## src/rtl/if_id_fetch_stage.sv

```systemverilog
// Instruction fetch unit with IF/ID pipeline register for the RISC-V core.
// Single outstanding request to instruction memory; supports decode stall and EX redirect.
module if_id_fetch_stage #(
  parameter logic [31:0] RESET_PC  = 32'h00010000,
  parameter logic [31:0] NOP_INSTR = 32'h00000013
) (
  input  logic        clk,
  input  logic        rst,
  output logic        IMem_Req,
  output logic [31:0] IMem_Addr,
  input  logic        IMem_Ack,
  input  logic [31:0] IMem_Data,
  input  logic        Stall,
  input  logic        Redirect,
  input  logic [31:0] Target,
  output logic [31:0] Instr_ID,
  output logic [31:0] PC_ID,
  output logic        Valid_ID
);

  typedef enum logic [1:0] {
    S_IDLE = 2'd0,
    S_WAIT = 2'd1,
    S_HOLD = 2'd2
  } state_t;

  state_t      r_state, w_state_nx;
  logic [31:0] r_pc, w_pc_nx;
  logic [31:0] r_buf, w_buf_nx;
  logic [31:0] r_instr, w_instr_nx;
  logic [31:0] r_pc_id, w_pc_id_nx;
  logic        r_valid, w_valid_nx;
  logic        r_drop, w_drop_nx;
  logic [31:0] w_pc_inc;
  logic [31:0] w_target;

  assign w_pc_inc = r_pc + 32'd4;
  assign w_target = Target & 32'hFFFF_FFFC;

  always_ff @(posedge clk or posedge rst) begin
    if (rst) begin
      r_state <= S_IDLE;
      r_pc    <= RESET_PC;
      r_buf   <= '0;
      r_instr <= NOP_INSTR;
      r_pc_id <= '0;
      r_valid <= 1'b0;
      r_drop  <= 1'b0;
    end else begin
      r_state <= w_state_nx;
      r_pc    <= w_pc_nx;
      r_buf   <= w_buf_nx;
      r_instr <= w_instr_nx;
      r_pc_id <= w_pc_id_nx;
      r_valid <= w_valid_nx;
      r_drop  <= w_drop_nx;
    end
  end

  always_comb begin
    w_state_nx = r_state;
    w_pc_nx    = r_pc;
    w_buf_nx   = r_buf;
    w_instr_nx = r_instr;
    w_pc_id_nx = r_pc_id;
    w_valid_nx = r_valid;
    w_drop_nx  = r_drop;

    if (Redirect) begin
      // Outstanding request with no response yet must have its late Ack discarded.
      w_instr_nx = NOP_INSTR;
      w_valid_nx = 1'b0;
      w_pc_nx    = w_target;
      w_state_nx = S_WAIT;
      w_drop_nx  = (r_state == S_WAIT) && !IMem_Ack;
    end else begin
      case (r_state)
        S_IDLE: w_state_nx = S_WAIT;
        S_WAIT: begin
          if (IMem_Ack) begin
            if (r_drop) begin
              w_drop_nx = 1'b0;
            end else if (Stall) begin
              w_buf_nx   = IMem_Data;
              w_state_nx = S_HOLD;
            end else begin
              w_instr_nx = IMem_Data;
              w_pc_id_nx = r_pc;
              w_valid_nx = 1'b1;
              w_pc_nx    = w_pc_inc;
            end
          end else if (!Stall) begin
            w_instr_nx = NOP_INSTR;
            w_valid_nx = 1'b0;
          end
        end
        S_HOLD: begin
          // PC still addresses the buffered word; it advances only when it is handed on.
          if (!Stall) begin
            w_instr_nx = r_buf;
            w_pc_id_nx = r_pc;
            w_valid_nx = 1'b1;
            w_pc_nx    = w_pc_inc;
            w_state_nx = S_WAIT;
          end
        end
        default: w_state_nx = S_IDLE;
      endcase
    end
  end

  assign IMem_Req  = (r_state == S_WAIT);
  assign IMem_Addr = r_pc;
  assign Instr_ID  = r_instr;
  assign PC_ID     = r_pc_id;
  assign Valid_ID  = r_valid;

endmodule

```

## config.mk

```make
export PLATFORM = sky130hd
export DESIGN_NAME = if_id_fetch_stage
export DESIGN_NICKNAME = d
export VERILOG_FILES = /design/src/rtl/if_id_fetch_stage.sv
export SDC_FILE = /design/constraint.sdc
export NUM_CORES = 1
export LEC_CHECK = 0
export CAP_MARGIN = 20
export CORE_UTILIZATION = 44
export DETAILED_ROUTE_END_ITERATION = 7
export PLACE_DENSITY_LB_ADDON = 0.05
export SETUP_SLACK_MARGIN = 0.1
export SYNTH_ARGS = -nofsm -noshare
export SYNTH_HDL_FRONTEND = slang
export SYNTH_SLANG_ARGS = --single-unit
```

## constraint.sdc

```tcl
create_clock -name clk -period 3.7 [get_ports clk]
set_clock_uncertainty 0.05 [all_clocks]
set_input_delay 0.555 -clock clk [delete_from_list [all_inputs] [get_ports clk]]
set_output_delay 0.555 -clock clk [all_outputs]
set_load 0.05 [all_outputs]
```

==> out/metrics.cfg <==
[cts]
clk_latency_ns=0.42
cts_resized=0
clk_pin_slew_ns=0.05
cts_buffer_depth=2
htreeDepth=4
tritoncts=built
post_cts_buffers=0
cts.sinks=128
clockRootBuffer=clkbuf_16
cts-buffers-inserted=17
cts_hold_buf=0

[worst_setup_path]
cp_slowest_stage_delay_ns=0.83
critPathTopFamily=buffers and inverters
crit_slowest_cell=clkdlybuf4s50_1
path_max_fanout=7
start_kind=flip-flop
r2r-end=IMem_Addr[17]
crit_chain=nand2b_1 > inv_1 > clkdlybuf4s50_1
critPathArrivalTime_ns=2.05
reg2reg_from=r_state[1]
reg2reg_depth=4
worstSetupEndpointType=primary output
crit_buf_inv=2
worst-setup-path-type=reg -> out
reg2reg_slack_ns=1.37
cp.required_ns=3.09

[routing]
drc_errors=0
dr.first_iter.drc_count=285
first_pass_iters=4
vias=5189
drt-total-wl_mm=16.3
final_antenna_net_count=0
vias_per_cell=5.77
routedWlPerCell_um=18.1

[worst_hold_path]
holdPathEnd=PC_ID[5]
worstHoldPathCells=1
hold_path.class=reg -> reg
hold_start=PC_ID[5]

[logic_synthesis]
postSynthCellCount=565
ys_async_sr_fraction_pct=100
synth-simple-area-share_pct=15.8
syn_avg_cell_area_um2=10.9
synthFlopType=dfrtp_1
synth_compound_area_share_pct=14.3
synth_fa_ha_area_share_pct=0.203
synth_mux_area_share_pct=12.1
synth_cell_types=53
synth_seq_area_share_pct=52.2
synth_top_family_by_area=simple AND/OR/NAND/NOR gates
synth_xor_area_share_pct=1.28
synth_area_mm2=0.00615
synth_warnings=0
synth_edf_count=0
synth_seq_cells=128

[global_routing]
met2_usage_pct=41.3
met3_usage_pct=7.17
top_usage_layer=met2
grt_overflow_total=0
grtUsageMet1_pct=28.4
grtUsageTotal_pct=23.9
grt_pass1_wl_mm=26.5
first_global_vias=5177
grt_max_degree=72
antenna_found_initial=1

[timing]
setup_tns_ns=0
fin_crit_sh_pct=71.6
period_needed_ns=2.65
finalSetupViolations=0
max_freq_mhz=377
slew_headroom_pct=39.1
hold_violations=0
slew_viol_final=0
worst_slew_pin_slew_ns=0.914
rsz0062_at_grt=false

[power_and_ir_drop]
pwr_density_cell_mw_per_mm2=621
ir_drop_uv=325
p_leak_nw=3.45

[placed_design]
hpwl_mm=10.6
gp_congestion=0.780
dp.cells=867
io_buffers=160

[status]
outcome=finished, final reports clean

[layout]
drive_gt1_share_pct=16.6
area_growth_pct=38.5
fill_cells=1153
final_cells=900
fin_nets=781

[die]
start_util_pct=45.7
die_area_mm2=0.0145
coreArea_mm2=0.0135
chipWidth_um=120
fp.dieH_um=120
rows=42
ioPinCount=167

[flow_run]
drv_cap=0

## kinds of logic after synthesis
group	count (synthesis)
simple gates	175
compound gates	128
flops	128
mux	66
buf+inv	57
xor+xnor	9
fa+ha+maj	1
other cells	1
## state kept, by name (all words and copies together) (netlist names)
name and cells:
r_state 2, IMem_Addr 30, r_drop 1, Instr_ID 32
PC_ID 30, r_buf 32, Valid_ID 1
## per-stage QoR
step	util, %	power [mW]	hold WS [ns]	setup WS (ns)	instance area [um^2]
2_1_floorplan	-	3.01	0.425	1.52	6170
3_3_place_gp	58.6	3.57	0.421	0.834	7880
3_5_place_dp	58.6	3.61	0.437	0.759	7880
4_1_cts	63.1	5.33	0.449	1.03	8490
5_1_grt	63.3	5.52	0.474	0.941	8520
6_report	63.3	5.30	0.445	1.05	8520
## synthesized netlist by cell type (2+ instances only)
library cell    n  area share [%]
a2111oi_0      30             4.3
a21oi_1        32             2.6
a31oi_1        14             1.4
and3_1         31             3.2
and4_1          5            0.71
buf_2           8            0.65
buf_4           6            0.73
clkbuf_1       36             2.2
dfrtp_1       124              50
dfstp_2         4             1.7
inv_1           6            0.37
mux2_1          2            0.37
mux2_2         63              12
nand2_1        35             2.1
nand2b_1        3            0.31
nand3_1        16             1.3
nand4_1         6            0.61
nor2_1         17             1.0
nor3_1         32             2.6
o2111ai_1       2            0.28
o2111ai_2       2            0.49
o211ai_1        7            0.85
o21a_1          3            0.37
o21ai_0        21             1.7
o311ai_0        2            0.28
o31ai_1         9             1.1
or3_1           5            0.51
or4_1          12             1.5
xnor2_1         4            0.57
xor2_1          5            0.71
## worst max path at each step
stage | from | end | cells past startpoint
detailed placement | IMem_Ack | IMem_Addr[17] | 5
floorplan | rst | IMem_Addr[10] | 1
CTS | r_state[1] | IMem_Req | 3
global route | r_state[1] | IMem_Req | 3
finish | r_state[1] | IMem_Req | 3
global placement | IMem_Ack | IMem_Addr[19] | 5
## report_power, final
part           total [mW]  switching (mW)  internal, mW  leakage (nW)
clock                1.71           0.578          1.13         0.305
combinational        1.68            1.03         0.652          1.60
sequential           1.90           0.195          1.71          1.55
## final cells by class
class                           instances  area, um^2  share of cell area [%]
Clock inverter                          4        70.1                   0.822
Timing Repair Buffer                  175        1730                    20.3
Sequential cell                       128        3210                    37.7
Antenna cell                            1        2.50                  0.0294
Clock buffer                           27         543                    6.37
Inverter                                6        26.3                   0.308
Multi-Input combinational cell        383        2720                    31.9
Tap cell                              176         220                    2.58
## per-layer routing
| layer | up-vias | part of all wire [%] |
|---|---|---|
| li1 | 2425 | - |
| met3 | 15 | 5.3 |
| met2 | 144 | 52 |
| met1 | 2605 | 42 |
| met5 | - | 0 |
| met4 | 0 | 1.1 |
## layout by cell type, fill, tap and decap left out, drive strengths merged, types with 2 or more instances in the layout
master           n
a2111oi         30
a21oi           32
a31oi           14
and3            31
and4             5
buf             16
bufinv           2
clkbuf          27
clkdlybuf4s50  159
clkinv           2
conb             4
dfrtp          124
dfstp            4
inv              5
mux2            65
nand2           35
nand2b           3
nand3           16
nand4            7
nor2            17
nor3            32
o2111ai          4
o211ai           7
o21a             3
o21ai           21
o311ai           2
o31ai            9
or3              5
or4             12
xnor2            4
xor2             5
## worst register-to-register path, delay by kind of cell, from the launching register on
kind	cells	cell delay (ns)
AND/OR/NAND/NOR	2	1.19
AO/OA/AOI/OAI	2	0.57
flip-flops	1	0.43
No activity file was read; power rests on OpenSTA's default activity.
